===== src/rtl/ericsmi_speed_pkg.sv =====
// Shared types and constants for the ericsmi_speed_test measurement host.
package ericsmi_speed_pkg;

  typedef enum logic [3:0] {
    IDLE, RESET, ARM, TRIG, SETTLE, FIRECHK, READ, EVAL, FINISH
  } state_t;

  localparam logic [2:0] ERR_NONE     = 3'd0;
  localparam logic [2:0] ERR_PREFIRED = 3'd1;
  localparam logic [2:0] ERR_TIMEOUT  = 3'd2;
  localparam logic [2:0] ERR_SMALL    = 3'd3;
  localparam logic [2:0] ERR_MISMATCH = 3'd4;
  localparam logic [2:0] ERR_OVERFLOW = 3'd5;

  localparam logic [2:0] SEL_IDLE   = 3'd0;
  localparam logic [2:0] SEL_C0_B0  = 3'd1;
  localparam logic [2:0] SEL_C0_B1  = 3'd2;
  localparam logic [2:0] SEL_C0_B2  = 3'd3;
  localparam logic [2:0] SEL_C1_B0  = 3'd4;
  localparam logic [2:0] SEL_C1_B1  = 3'd5;
  localparam logic [2:0] SEL_C1_B2  = 3'd6;
  localparam logic [2:0] SEL_STATUS = 3'd7;

  function automatic int max2(input int a, input int b);
    return (a > b) ? a : b;
  endfunction

endpackage


===== src/rtl/ericsmi_speed_eval.sv =====
// Combinational result checker: classifies a raw counter pair and converts it
// to elapsed-cycle counts (the DUT counters run down from 0xFFFFFF).
module ericsmi_speed_eval
  import ericsmi_speed_pkg::*;
#(
  parameter int MIN_COUNT = 10,
  parameter int MAX_DIFF  = 3
) (
  input  logic [23:0] raw0,
  input  logic [23:0] raw1,
  output logic [2:0]  err_code,
  output logic [23:0] count0,
  output logic [23:0] count1
);

  logic [23:0] diff;

  // Prioritised checks: small count beats mismatch beats overflow.
  always_comb begin
    diff   = (raw0 >= raw1) ? (raw0 - raw1) : (raw1 - raw0);
    count0 = 24'hFFFFFF - raw0;
    count1 = 24'hFFFFFF - raw1;
    if ((raw0 < 24'(MIN_COUNT)) || (raw1 < 24'(MIN_COUNT))) begin
      err_code = ERR_SMALL;
    end else if (diff > 24'(MAX_DIFF)) begin
      err_code = ERR_MISMATCH;
    end else if (!raw0[23] || !raw1[23]) begin
      err_code = ERR_OVERFLOW;
    end else begin
      err_code = ERR_NONE;
    end
  end

endmodule


===== src/rtl/ericsmi_speed_host.sv =====
// Measurement sequencer for ericsmi_speed_test: reset, arm, trigger, settle,
// stop rings, check fired flag, read six bytes, evaluate.
module ericsmi_speed_host
  import ericsmi_speed_pkg::*;
#(
  parameter int RST_CYCLES    = 2,
  parameter int TRIG_CYCLES   = 2,
  parameter int SETTLE_CYCLES = 3,
  parameter int SEL_WAIT      = 1,
  parameter int FIRE_TIMEOUT  = 16,
  parameter int MIN_COUNT     = 10,
  parameter int MAX_DIFF      = 3
) (
  input  logic        clk,
  input  logic        rst,
  input  logic        start,
  input  logic [7:0]  dut_out,
  output logic        dut_nrst,
  output logic        dut_trig,
  output logic [2:0]  dut_sel,
  output logic [1:0]  dut_ring_en,
  output logic        busy,
  output logic        done,
  output logic        pass,
  output logic [2:0]  err_code,
  output logic [23:0] count0,
  output logic [23:0] count1
);

  localparam int CNT_MAX = max2(max2(RST_CYCLES, TRIG_CYCLES),
                                max2(SETTLE_CYCLES, SEL_WAIT + FIRE_TIMEOUT));
  localparam int CW = $clog2(CNT_MAX) + 1;

  state_t        state, state_n;
  logic [CW-1:0] cnt, cnt_n, cnt_inc;
  logic [2:0]    idx, idx_n;
  logic [23:0]   raw0, raw1, raw0_n, raw1_n;
  logic          nrst_n, trig_n, busy_n, done_n, pass_n;
  logic [2:0]    sel_n, err_n, e_err;
  logic [1:0]    ring_n;
  logic [23:0]   count0_n, count1_n, e_c0, e_c1;

  ericsmi_speed_eval #(.MIN_COUNT(MIN_COUNT), .MAX_DIFF(MAX_DIFF)) u_eval (
    .raw0(raw0), .raw1(raw1), .err_code(e_err), .count0(e_c0), .count1(e_c1)
  );

  // State register and all registered outputs.
  always_ff @(posedge clk or posedge rst) begin
    if (rst) begin
      state <= IDLE;        cnt <= '0;          idx <= 3'd0;
      raw0 <= 24'd0;        raw1 <= 24'd0;
      dut_nrst <= 1'b0;     dut_trig <= 1'b0;   dut_sel <= SEL_IDLE;
      dut_ring_en <= 2'b00; busy <= 1'b0;       done <= 1'b0;
      pass <= 1'b0;         err_code <= ERR_NONE;
      count0 <= 24'd0;      count1 <= 24'd0;
    end else begin
      state <= state_n;     cnt <= cnt_n;       idx <= idx_n;
      raw0 <= raw0_n;       raw1 <= raw1_n;
      dut_nrst <= nrst_n;   dut_trig <= trig_n; dut_sel <= sel_n;
      dut_ring_en <= ring_n; busy <= busy_n;    done <= done_n;
      pass <= pass_n;       err_code <= err_n;
      count0 <= count0_n;   count1 <= count1_n;
    end
  end

  // Next state, datapath updates, and outputs decoded from the next state.
  always_comb begin
    cnt_inc  = (cnt == '1) ? cnt : cnt + CW'(1);
    state_n  = state;  cnt_n  = cnt_inc; idx_n = idx;
    raw0_n   = raw0;   raw1_n = raw1;    err_n = err_code; pass_n = pass;
    count0_n = count0; count1_n = count1;
    case (state)
      IDLE: begin
        cnt_n = '0;
        if (start) begin
          state_n = RESET; err_n = ERR_NONE; pass_n = 1'b0;
        end else begin
          state_n = IDLE;
        end
      end
      RESET: begin
        if (cnt == CW'(RST_CYCLES - 1)) begin state_n = ARM; cnt_n = '0; end
        else begin state_n = RESET; end
      end
      // First ARM cycle lets the DUT see the new controls; second samples.
      ARM: begin
        if (cnt == CW'(1)) begin
          cnt_n = '0;
          if (dut_out[6]) begin state_n = FINISH; err_n = ERR_PREFIRED; end
          else begin state_n = TRIG; end
        end else begin
          state_n = ARM;
        end
      end
      TRIG: begin
        if (cnt == CW'(TRIG_CYCLES - 1)) begin state_n = SETTLE; cnt_n = '0; end
        else begin state_n = TRIG; end
      end
      SETTLE: begin
        if (cnt == CW'(SETTLE_CYCLES - 1)) begin state_n = FIRECHK; cnt_n = '0; end
        else begin state_n = SETTLE; end
      end
      FIRECHK: begin
        if (cnt >= CW'(SEL_WAIT)) begin
          if (dut_out[6]) begin
            state_n = READ; idx_n = SEL_C0_B0; cnt_n = '0;
          end else if (cnt == CW'(SEL_WAIT + FIRE_TIMEOUT - 1)) begin
            state_n = FINISH; err_n = ERR_TIMEOUT; cnt_n = '0;
          end else begin
            state_n = FIRECHK;
          end
        end else begin
          state_n = FIRECHK;
        end
      end
      READ: begin
        if (cnt == CW'(SEL_WAIT)) begin
          cnt_n = '0;
          case (idx)
            SEL_C0_B0: raw0_n[7:0]   = dut_out;
            SEL_C0_B1: raw0_n[15:8]  = dut_out;
            SEL_C0_B2: raw0_n[23:16] = dut_out;
            SEL_C1_B0: raw1_n[7:0]   = dut_out;
            SEL_C1_B1: raw1_n[15:8]  = dut_out;
            SEL_C1_B2: raw1_n[23:16] = dut_out;
            default:   raw0_n        = raw0;
          endcase
          if (idx == SEL_C1_B2) begin state_n = EVAL; end
          else begin idx_n = idx + 3'd1; end
        end else begin
          state_n = READ;
        end
      end
      EVAL: begin
        state_n = FINISH; err_n = e_err; count0_n = e_c0; count1_n = e_c1;
      end
      FINISH:  state_n = IDLE;
      default: state_n = IDLE;
    endcase

    if (state_n == FINISH) pass_n = (err_n == ERR_NONE);
    else pass_n = pass_n;

    nrst_n = 1'b1; trig_n = 1'b0; sel_n = SEL_IDLE; ring_n = 2'b00;
    busy_n = 1'b1; done_n = 1'b0;
    case (state_n)
      IDLE:    busy_n = 1'b0;
      RESET:   nrst_n = 1'b0;
      ARM:     ring_n = 2'b11;
      TRIG:    begin trig_n = 1'b1; ring_n = 2'b11; end
      SETTLE:  ring_n = 2'b11;
      FIRECHK: sel_n = SEL_STATUS;
      READ:    sel_n = idx_n;
      EVAL:    sel_n = SEL_IDLE;
      FINISH:  begin busy_n = 1'b0; done_n = 1'b1; end
      default: busy_n = 1'b0;
    endcase
  end

endmodule


===== config.mk =====
export PLATFORM = sky130hd
export DESIGN_NAME = ericsmi_speed_host
export DESIGN_NICKNAME = d
export VERILOG_FILES = /design/src/rtl/ericsmi_speed_pkg.sv /design/src/rtl/ericsmi_speed_eval.sv /design/src/rtl/ericsmi_speed_host.sv
export SDC_FILE = /design/constraint.sdc
export NUM_CORES = 1
export LEC_CHECK = 0
export BUFFER_PORTS_ARGS = -buffer_cell sky130_fd_sc_hd__buf_4
export CORE_MARGIN = 3
export CORE_UTILIZATION = 65
export DETAILED_ROUTE_END_ITERATION = 8
export PLACE_DENSITY = 0.82
export SYNTH_ARGS = -nofsm -noshare
export SYNTH_HDL_FRONTEND = slang
export SYNTH_HIERARCHICAL = 1
export SYNTH_SLANG_ARGS = --single-unit

===== constraint.sdc =====
create_clock -name clk -period 6.5 [get_ports clk]
set_clock_uncertainty 0.15 [all_clocks]
set_input_delay 0.975 -clock clk [delete_from_list [all_inputs] [get_ports clk]]
set_output_delay 0.975 -clock clk [all_outputs]
set_load 0.02 [all_outputs]

==> results of run 1 <==
-- cell usage in the layout (no fill, tap or decap), types with 10 or more instances in the layout --
cell type and count:
a21o_1 26, a21oi_1 47, and3_1 10, buf_4 75
clkbuf_16 17, dfrtp_1 121, ha_1 58, inv_1 66
mux2_1 16, mux2_2 32, mux2i_1 12, nand2_1 188
nand3_1 22, nand4_1 14, nor2_1 23, nor3_1 12
nor4_1 13, o21ai_0 39, xnor2_1 12
-- cell usage after synthesis, drive strengths merged (12+ instances only) --
master / instances / area [um^2]
nand4: 16 / 121
mux2i: 12 / 120
ha: 58 / 726
inv: 67 / 251
nor2: 23 / 86.3
a21oi: 48 / 244
nor4: 15 / 106
xnor2: 12 / 105
dfrtp: 121 / 3030
nor3: 12 / 60.1
buf: 25 / 156
nand2: 188 / 706
o21ai: 43 / 215
clkbuf: 22 / 82.6
mux2: 49 / 556
a21o: 26 / 195
nand3: 22 / 110
-- registers in the layout (all words and copies together), names as in the netlist --
register,cells
raw0,24
count1,24
dut_nrst,1
dut_sel,3
err_code,3
state,4
busy,1
done,1
count0,24
pass,1
cnt,6
idx,3
dut_ring_en,1
raw1,24
dut_trig,1
-- power groups by stage --
| stage | Clock (mW) | Sequential [mW] | Combinational (mW) |
|---|---|---|---|
| finish | 1.00 | 1.24 | 2.34 |
| global route | 1.05 | 1.27 | 2.50 |
| CTS | 1.01 | 1.23 | 2.28 |
| detailed placement | 0 | 1.23 | 2.26 |
| global placement | 0 | 1.21 | 2.21 |
| floorplan | 0 | 1.36 | 1.46 |
-- kinds of logic after synthesis --
family,after synthesis
simple gates,331
compound gates,203
flops,121
buf+inv,114
mux,61
fa+ha+maj,60
xor+xnor,20
-- worst reg2reg max path, delay by kind of cell (launching register included) --
kind	cells	cell delay, ns
flops	1	0.40
compound gates	6	1.81
simple gates	5	2.03
buf+inv	2	0.13
fa+ha+maj	2	0.55
-- worst max-delay path by stage --
stage / from / end / depth (start not counted)
finish: raw0[0] / pass / 15
global route: raw0[0] / pass / 15
CTS: raw0[0] / pass / 15
detailed placement: raw0[0] / pass / 15
global placement: raw0[16] / pass / 15
floorplan: rst / busy / 1
-- layout make-up --
type | count | area [um^2]
fill | 838 | 2850
clock buffer | 18 | 429
clock inverter | 14 | 184
multi-input combinational | 675 | 4590
tap | 168 | 210
timing repair buffer | 75 | 563
sequential | 121 | 3030
inverter | 67 | 254
-- per-layer routing --
metal  GRT usage [%]  vias to the layer above  wire (um)
li1                -                     3273          -
met1            48.9                     3670      10100
met2            61.8                      480      12200
met3            8.36                      121       2410
met4            25.6                        0       2030
met5               0                        -          0
-- metrics by stage --
| step | setup WS [ns] | area, um^2 |
|---|---|---|
| 4_1_cts | 1.49 | 9260 |
| 5_1_grt | 1.10 | 9260 |
| 2_1_floorplan | 2.16 | 8110 |
| 3_5_place_dp | 1.51 | 8650 |
| 3_3_place_gp | 1.62 | 8650 |
| 6_report | 1.35 | 9260 |
==> results.py, run 1 <==
metrics = {
    "status": {
        "status": "completed",
    },
    "logic_synthesis": {
        "synth_fp_nets": 981,
        "synth-seq-area-share_pct": 37.3,
        "netlist_area_um2": 8110,
        "synth_top_family_by_area": "simple AND/OR/NAND/NOR gates",
        "synth_ff_type": "dfrtp_1",
        "syn-mean-instance-area_um2": 8.91,
        "ys_ff_latch": 121,
        "yosys_warnings": 6,
        "synth_async_sr_flop_share_pct": 100,
        "fraction_of_the_mapped_netlist_area_in_adder_cells_pct": 9.44,
        "synth_cells": 910,
        "synth_xor_area_share_pct": 2.16,
        "synth.area.mux_share_pct": 8.33,
        "synth-edff-count": 0,
        "synth_simple_gate_area_share_pct": 19.3,
        "synth_compound_area_share_pct": 17.4,
        "synth_cell_types": 77,
    },
    "cts": {
        "cts_hold_buffers": 0,
        "clock_sink_count": 121,
        "numCtsBuffers": 17,
        "htreeDepth": 4,
        "clockBufferDepth": 2,
        "tritoncts": "built",
        "clk_transition_reported_paths_ns": 0.06,
        "post-cts-setup-buffers": 0,
        "ctsRootBufferMaster": "clkbuf_16",
        "cts-resized-gates": 0,
        "clkLatencyLatePin_ns": 0.42,
    },
    "floorplan": {
        "core_um2": 12100,
        "initial_utilization_pct": 67.0,
        "num_io_pins": 72,
        "die-width_um": 118,
        "die_area_um2": 13900,
        "rows": 40,
        "vertical_die_dimension_um": 118,
    },
    "critical_path": {
        "timing.critical_path.cells": "inv_1, ha_1, inv_1, fa_1, a21oi_1, o211a_1, a311o_1, nand3_1, a2111oi_0, nor3_1, or4_1, nor4_2, a31oi_1, or4_1, o21ai_1",
        "timing.critical_path.from_type": "flip-flop",
        "worst_setup_path_end_kind": "flip-flop",
        "setup.worst_path.class": "reg -> reg",
        "cp_slowest_stage_delay_ns": 0.86,
        "r2r_setup_slack_ns": 1.35,
        "crit_arrival_ns": 5.35,
        "critPathTopFamily": "simple AND/OR/NAND/NOR gates",
        "critical_path.slowest_cell": "a2111oi_0",
        "cp_bufs_invs": 2,
        "cp_required_ns": 6.70,
        "rr_startpoint": "raw0[0]",
        "endpoint_of_the_most_critical_register_to_register_path": "pass",
        "rr_worst_depth": 15,
        "path_max_fanout": 18,
    },
    "sta": {
        "achievable-frequency_mhz": 194,
        "final-setup-viol-count": 0,
        "final.hold.worst_slack_ns": 0.325,
        "rsz0062_at_grt": "false",
        "finalWorstPathRequiredPeriod_ns": 5.15,
        "fin_setup_tns_ns": 0,
        "hold_viol_final": 0,
        "worstMarginPinSlew_ns": 1.15,
        "final-max-slew-violation-count": 0,
        "fin_crit_sh_pct": 79.2,
        "maxSlewHeadroom_pct": 22.1,
    },
    "grt": {
        "overflow_left_after_global_routing": 0,
        "grt_start_max_net_pins": 73,
        "grt_pass1_wl_um": 42000,
        "first_global_vias": 7559,
        "number_of_antenna_violations_at_the_first_check_in_global_routing": 0,
        "grt.total_usage_pct": 39.2,
    },
    "routing": {
        "post_route_antenna_net_violation_count": 0,
        "dr_total_vias": 7544,
        "average_via_count_per_standard_cell": 6.63,
        "route.detailed.wl_per_inst_um": 23.6,
        "detail_route.wirelength_um": 26800,
        "drt_first_pass_iters": 5,
        "drc_errors": 0,
        "initial_drc_count": 1067,
    },
    "power": {
        "power.density_cell_area_nw_per_um2": 495,
        "p_clk_share_pct": 21.9,
        "cellLeakagePower_nw": 4.66,
        "power_frac_comb_pct": 51.0,
        "vdd_ir_drop_max_mv": 0.353,
        "power.switching_mw": 2.09,
        "power_switching_share_pct": 45.5,
        "power_mw": 4.58,
        "cell_internal_pwr_mw": 2.50,
        "seq_power_share_pct": 27.1,
    },
    "layout": {
        "layout-drive-gt1-share_pct": 16.3,
        "final_core_utilization_pct": 76.5,
        "n_antenna_cell": 0,
        "post_layout_cell_count": 1138,
        "layout-area-overhead-vs-synth_pct": 14.2,
        "layout.nets": 1028,
    },
    "hold_path": {
        "min_path_cells": 2,
        "worstHoldPathType": "reg -> reg",
        "worstHoldEndpoint": "count1[9]",
        "worstHoldStart": "count1[9]",
    },
    "placement": {
        "final_hpwl_dp_um": 19800,
        "placement.io_buffers": 71,
        "place.detailed.instances": 1106,
        "gp_congestion": 1.02,
    },
    "flow_run": {
        "max_cap_violations": 0,
    },
}
Power figures use the tool's default switching activity.
==> inputs of run 2 (changes only) <==
--- a/config.mk
+++ b/config.mk
@@ -7,9 +7,9 @@
 export LEC_CHECK = 0
 export BUFFER_PORTS_ARGS = -buffer_cell sky130_fd_sc_hd__buf_4
 export CORE_MARGIN = 3
-export CORE_UTILIZATION = 65
+export CORE_UTILIZATION = 61
 export DETAILED_ROUTE_END_ITERATION = 8
-export PLACE_DENSITY = 0.82
+export PLACE_DENSITY = 0.77
 export SYNTH_ARGS = -nofsm -noshare
 export SYNTH_HDL_FRONTEND = slang
 export SYNTH_HIERARCHICAL = 1
==> constraint.sdc (replaced) <==
create_clock -name clk -period 5.1 [get_ports clk]
set_clock_uncertainty 0.15 [all_clocks]
set_input_delay 0.765 -clock clk [delete_from_list [all_inputs] [get_ports clk]]
set_output_delay 0.765 -clock clk [all_outputs]
set_load 0.02 [all_outputs]
==> run 2 against run 1 <==
  * Sequential share of layout area is essentially flat
  * Maximum frequency grew 5.8%
  * Largest cell class unchanged
  * Core utilization shrank 4.3 points
  * Largest power group unchanged
  * Sequential power grew 27%
  * Final area is essentially flat
  * Routed wire length grew 0.61%
==> results.py, run 2 (synthesized netlist as in run 1, its figures left out) <==
metrics = {
    "placement": {
        "placement.io_buffers": 71,
        "final_hpwl_dp_um": 20000,
        "gp_congestion": 1.05,
    },
    "cts": {
        "clk_transition_reported_paths_ns": 0.06,
        "clockBufferDepth": 2,
        "clkLatencyLatePin_ns": 0.42,
        "htreeDepth": 4,
        "numCtsBuffers": 17,
        "ctsRootBufferMaster": "clkbuf_16",
        "tritoncts": "built",
        "post-cts-setup-buffers": 0,
        "clock_sink_count": 121,
    },
    "routing": {
        "post_route_antenna_net_violation_count": 0,
        "initial_drc_count": 1076,
        "dr_total_vias": 7606,
        "average_via_count_per_standard_cell": 6.65,
        "wl_met1_um": 10100,
        "routed-wl-met3_um": 2310,
        "maxUsedRoutingLayer": "met4",
        "detail_route.wirelength_um": 27000,
        "drc_errors": 0,
        "drt_first_pass_iters": 6,
        "wl_met2_um": 12700,
        "route.detailed.wl_per_inst_um": 23.6,
    },
    "floorplan": {
        "vertical_die_dimension_um": 121,
        "num_io_pins": 72,
        "die_area_um2": 14700,
        "rows": 41,
        "die-width_um": 121,
        "initial_utilization_pct": 63.2,
        "core_um2": 12800,
    },
    "sta": {
        "maxSlewHeadroom_pct": 15.4,
        "hold_viol_final": 0,
        "final-max-slew-violation-count": 0,
        "final.hold.worst_slack_ns": 0.327,
        "final-setup-viol-count": 0,
        "achievable-frequency_mhz": 206,
        "finalWorstPathRequiredPeriod_ns": 4.87,
        "rsz0062_at_grt": "false",
        "worstMarginPinSlew_ns": 1.25,
        "fin_crit_sh_pct": 95.4,
        "fin_setup_tns_ns": 0,
    },
    "critical_path": {
        "cp_required_ns": 5.30,
        "rr_startpoint": "raw0[4]",
        "r2r_setup_slack_ns": 0.23,
        "worst_setup_path_end_kind": "flip-flop",
        "critical_path_start": "raw0[4]",
        "path_max_fanout": 9,
        "setup.worst_path.class": "reg -> reg",
        "rr_worst_depth": 14,
        "crit_arrival_ns": 5.06,
        "timing.critical_path.from_type": "flip-flop",
    },
    "grt": {
        "number_of_antenna_violations_at_the_first_check_in_global_routing": 0,
        "grt_pass1_wl_um": 42100,
        "overflow_left_after_global_routing": 0,
        "grt_start_max_net_pins": 79,
        "first_global_vias": 7481,
        "grt.total_usage_pct": 37.6,
    },
    "hold_path": {
        "worstHoldStart": "count1[10]",
        "min_path_cells": 2,
        "worstHoldPathType": "reg -> reg",
    },
    "layout": {
        "layout-drive-gt1-share_pct": 16.6,
        "area.sequential_um2": 3030,
        "multi_input_comb_area_um2": 4600,
        "layout.cells.most_common": "nand2_1",
        "layout.nets": 1029,
        "final_cell_mix": "nand2_1 (187), dfrtp_1 (121), buf_4 (76)",
        "layout-area-overhead-vs-synth_pct": 14.1,
        "n_antenna_cell": 0,
        "layout.filler_cells": 945,
    },
    "flow_run": {
        "max_cap_violations": 0,
    },
    "power": {
        "vdd_ir_drop_max_mv": 0.407,
        "cellLeakagePower_nw": 4.65,
        "power_mw": 5.81,
        "power.density_cell_area_nw_per_um2": 628,
    },
    "status": {
        "status": "completed",
    },
}
==> run 2: critical path, stage by stage (launching register included) <==
cell	delay, ns
dfrtp_1	0.44
inv_1	0.15
ha_1	0.44
and2_1	0.22
a311oi_1	0.45
a21oi_1	0.20
o21ai_0	0.47
a21oi_1	0.18
o31ai_1	0.42
xnor2_1	0.15
or4_1	0.50
nor4_2	0.20
a31oi_1	0.16
or4_1	0.56
o21ai_1	0.09
==> run 2: repair_timing <==
action / 4_1_cts / 5_1_grt
setup endpoints to repair: 0 / 1
gates resized for setup: 0 / 1
hold buffers: 0 / 0
==> run 2: final cells by class <==
type / instances / area share (%)
tap: 172 / 2.32
inverter: 67 / 2.74
sequential: 121 / 32.7
clock buffer: 18 / 4.64
timing repair buffer: 76 / 6.16
multi-input combinational: 675 / 49.7
clock inverter: 14 / 1.77
==> run 2: through the flow <==
stage	area, um^2	utilization, %	setup slack (ns)	cells
2_1_floorplan	8110	-	0.971	910
3_3_place_gp	8660	67.6	0.387	1111
3_5_place_dp	8660	67.6	0.445	1111
4_1_cts	9260	72.2	0.383	1143
5_1_grt	9260	72.2	0.0156	1143
6_report	9260	72.2	0.235	1143
==> run 2: path summary, 6_finish.rpt <==
check                             endpoint
worst max-delay path                  pass
worst min-delay path            count1[10]
worst max register to register        pass
worst min register to register  count1[10]
max in group asynchronous        count1[8]
min in group asynchronous           cnt[5]
==> run 2: power by group <==
group / internal [mW] / total, mW / switching, mW
logic: 1.14 / 3.02 / 1.87
clock network: 0.733 / 1.22 / 0.491
registers: 1.27 / 1.57 / 0.300
total: 3.15 / 5.81 / 2.67
==> run 2: metal layers <==
layer | up-vias | GRT usage, %
met5 | - | 0
met4 | 0 | 22.1
li1 | 3288 | -
met3 | 121 | 7.37
met2 | 494 | 60.1
met1 | 3703 | 47.3
==> inputs of run 3 (changes only) <==
--- a/config.mk
+++ b/config.mk
@@ -6,11 +6,12 @@
 export NUM_CORES = 1
 export LEC_CHECK = 0
 export BUFFER_PORTS_ARGS = -buffer_cell sky130_fd_sc_hd__buf_4
+export CELL_PAD_IN_SITES_DETAIL_PLACEMENT = 2
+export CELL_PAD_IN_SITES_GLOBAL_PLACEMENT = 2
 export CORE_MARGIN = 3
-export CORE_UTILIZATION = 61
+export CORE_UTILIZATION = 38
 export DETAILED_ROUTE_END_ITERATION = 8
 export PLACE_DENSITY = 0.77
 export SYNTH_ARGS = -nofsm -noshare
 export SYNTH_HDL_FRONTEND = slang
-export SYNTH_HIERARCHICAL = 1
 export SYNTH_SLANG_ARGS = --single-unit
==> run 3 against run 2 <==
  * Critical path depth fell by 2
  * Largest power group unchanged
  * Sequential power rose by 9.6%
  * Highest routed layer unchanged
  * Via count fell by 6.7%
  * Combinational power rose by 3%
  * Routed wire length rose by 11%
==> results.py, run 3 <==
metrics = {
    "power": {
        "power_frac_comb_pct": 51.1,
        "power.density_cell_area_nw_per_um2": 659,
        "cellLeakagePower_nw": 4.28,
        "cell_internal_pwr_mw": 3.16,
        "p_clk_share_pct": 20.5,
        "vdd_ir_drop_max_mv": 0.416,
        "power.switching_mw": 2.90,
        "power_switching_share_pct": 47.9,
        "seq_power_share_pct": 28.4,
    },
    "floorplan": {
        "vertical_die_dimension_um": 150,
        "core_um2": 20400,
        "initial_utilization_pct": 38.8,
        "num_io_pins": 72,
        "die-width_um": 150,
        "rows": 52,
        "die_area_um2": 22600,
    },
    "cts": {
        "clockBufferDepth": 2,
        "htreeDepth": 4,
        "ctsRootBufferMaster": "clkbuf_16",
        "numCtsBuffers": 17,
        "cts_hold_buffers": 0,
        "post-cts-setup-buffers": 0,
        "cts-resized-gates": 0,
        "clock_sink_count": 121,
        "clkLatencyLatePin_ns": 0.42,
        "clk_transition_reported_paths_ns": 0.06,
        "tritoncts": "built",
    },
    "critical_path": {
        "cp_slowest_stage_delay_ns": 0.76,
        "rr_worst_depth": 12,
        "cp_bufs_invs": 1,
        "path_max_fanout": 19,
        "timing.critical_path.cells": "inv_1, ha_1, nand4_2, nor4_2, a211oi_2, a31oi_2, a211oi_1, nor4bb_1, nand4_1, or4_4, nor4_1, o21ai_0",
        "r2r_setup_slack_ns": 0.21,
        "rr_startpoint": "raw0[13]",
        "worst_setup_path_end_kind": "flip-flop",
        "critical_path.slowest_cell": "a31oi_2",
        "crit_arrival_ns": 5.01,
        "setup.worst_path.class": "reg -> reg",
        "timing.critical_path.from_type": "flip-flop",
        "endpoint_of_the_most_critical_register_to_register_path": "err_code[2]",
        "critPathTopFamily": "simple AND/OR/NAND/NOR gates",
        "cp_required_ns": 5.23,
    },
    "placement": {
        "place.detailed.instances": 1181,
        "placement.io_buffers": 71,
        "final_hpwl_dp_um": 22300,
        "gp_congestion": 0.924,
        "detailed_place.area_um2": 8600,
    },
    "hold_path": {
        "worstHoldPathType": "reg -> reg",
        "min_path_cells": 2,
        "worstHoldEndpoint": "count1[4]",
        "worstHoldStart": "count1[4]",
    },
    "logic_synthesis": {
        "syn-mean-instance-area_um2": 9.02,
        "synth-edff-count": 0,
        "synth_fp_nets": 947,
        "netlist.top_cell.by_area": "dfrtp_1",
        "netlist_area_um2": 7910,
        "synth.area.top_cells": "dfrtp_1 (38%), ha_1 (9.0%), mux2_2 (6.8%), o21ai_0 (6.1%), nand2_1 (4.6%)",
        "synth_async_sr_flop_share_pct": 100,
        "ys_ff_latch": 121,
        "synth_cells": 877,
        "yosys.cell_count.top_type": "dfrtp_1",
        "synth.cells.most_frequent": "dfrtp_1 (121), nand2_1 (96), o21ai_0 (96)",
        "synth_cell_types": 70,
        "synth_ff_type": "dfrtp_1",
        "yosys_warnings": 0,
        "netlist.area_leader.share_pct": 38.3,
        "synth-seq-area-share_pct": 38.3,
    },
    "sta": {
        "rsz0062_at_grt": "false",
        "final-max-slew-violation-count": 0,
        "achievable-frequency_mhz": 205,
        "fin_setup_tns_ns": 0,
        "worstMarginPinSlew_ns": 1.08,
        "finalWorstPathRequiredPeriod_ns": 4.89,
        "final-setup-viol-count": 0,
        "fin_crit_sh_pct": 95.8,
        "hold_viol_final": 0,
        "maxSlewHeadroom_pct": 28.0,
    },
    "routing": {
        "average_via_count_per_standard_cell": 5.85,
        "drc_errors": 0,
        "drt_first_pass_iters": 5,
        "initial_drc_count": 407,
        "detail_route.wirelength_um": 30100,
        "post_route_antenna_net_violation_count": 0,
        "dr_total_vias": 7098,
        "route.detailed.wl_per_inst_um": 24.8,
    },
    "grt": {
        "number_of_antenna_violations_at_the_first_check_in_global_routing": 0,
        "overflow_left_after_global_routing": 0,
        "grt_pass1_wl_um": 47200,
        "grt_start_max_net_pins": 100,
        "grt.total_usage_pct": 27.4,
        "first_global_vias": 7872,
    },
    "layout": {
        "layout.cells.most_common": "dfrtp_1",
        "layout-area-overhead-vs-synth_pct": 16.4,
        "layout.nets": 1000,
        "n_antenna_cell": 0,
        "post_layout_cell_count": 1213,
        "layout-drive-gt1-share_pct": 18.8,
        "final_design_area_no_fill_um2": 9210,
        "final_cell_mix": "dfrtp_1 (121), nand2_1 (96), o21ai_0 (96)",
    },
    "flow_run": {
        "max_cap_violations": 0,
    },
    "status": {
        "status": "completed",
    },
}
[run 3: cell count changes after synthesis, sizes merged, moves of 6 or more]
cell and change:
a21oi +11, nor2 +24, o21ai +61, xnor2 -6
nand2 -92, a21o -16
[run 3: cells by family (layout without fill, tap and decap cells)]
logic type      count (synthesis)  count (layout)  synth area share [%]
fa+ha+maj                      59              59                  9.53
simple gates                  265             265                  16.9
flops                         121             121                  38.3
mux                            56              56                  7.85
buf+inv                       107             173                  5.84
compound gates                251             251                  19.7
xor+xnor                       18              18                  1.99
[run 3: per-layer routing]
metal	global-route usage [%]	vias up	routed length [um]
met5	0	-	0
met4	8.33	0	738
met1	36.9	3674	13800
met2	45.6	155	14600
met3	3.91	44	948
li1	-	3225	-
[run 3: worst min-delay path, cell delays in order, from the launching register on]
cell and delay (ns):
dfrtp_1 0.35, nand2_1 0.05, o21ai_0 0.06
[run 3: worst max-delay path by stage]
stage                     startpoint           to  slack, ns  cells after the start
after floorplan                  rst         busy       0.97                      1
after global placement      raw1[13]  err_code[2]       0.50                     11
after detailed placement    raw1[13]  err_code[2]       0.41                     11
after CTS                   raw0[13]  err_code[2]       0.32                     12
after global routing        raw0[13]  err_code[2]      0.008                     12
final                       raw0[13]  err_code[2]       0.21                     12
[run 3: layout make-up]
cell class / instances / area, um^2
Timing Repair Buffer: 75 / 563
Clock inverter: 15 / 179
Fill cell: 2222 / 11200
Multi-Input combinational cell: 649 / 4420
Sequential cell: 121 / 3030
Clock buffer: 17 / 425
Tap cell: 270 / 338
Inverter: 66 / 250
[run 3: per-stage QoR]
stage          setup WS (ns)  util [%]  total power [mW]  hold WS [ns]
2_1_floorplan          0.971         -              3.60         0.331
3_3_place_gp           0.503      42.2              4.59         0.316
3_5_place_dp           0.410      42.2              4.75         0.331
4_1_cts                0.322      45.2              6.08         0.343
5_1_grt              0.00798      45.2              6.48         0.373
6_report               0.214      45.2              6.07         0.343
[run 3: power by group through the flow]
stage	Clock [mW]	Combinational [mW]	Sequential, mW
final	1.25	3.10	1.72
after global routing	1.31	3.40	1.77
after CTS	1.26	3.10	1.71
after detailed placement	0	3.04	1.71
after global placement	0	2.92	1.67
after floorplan	0	1.82	1.78
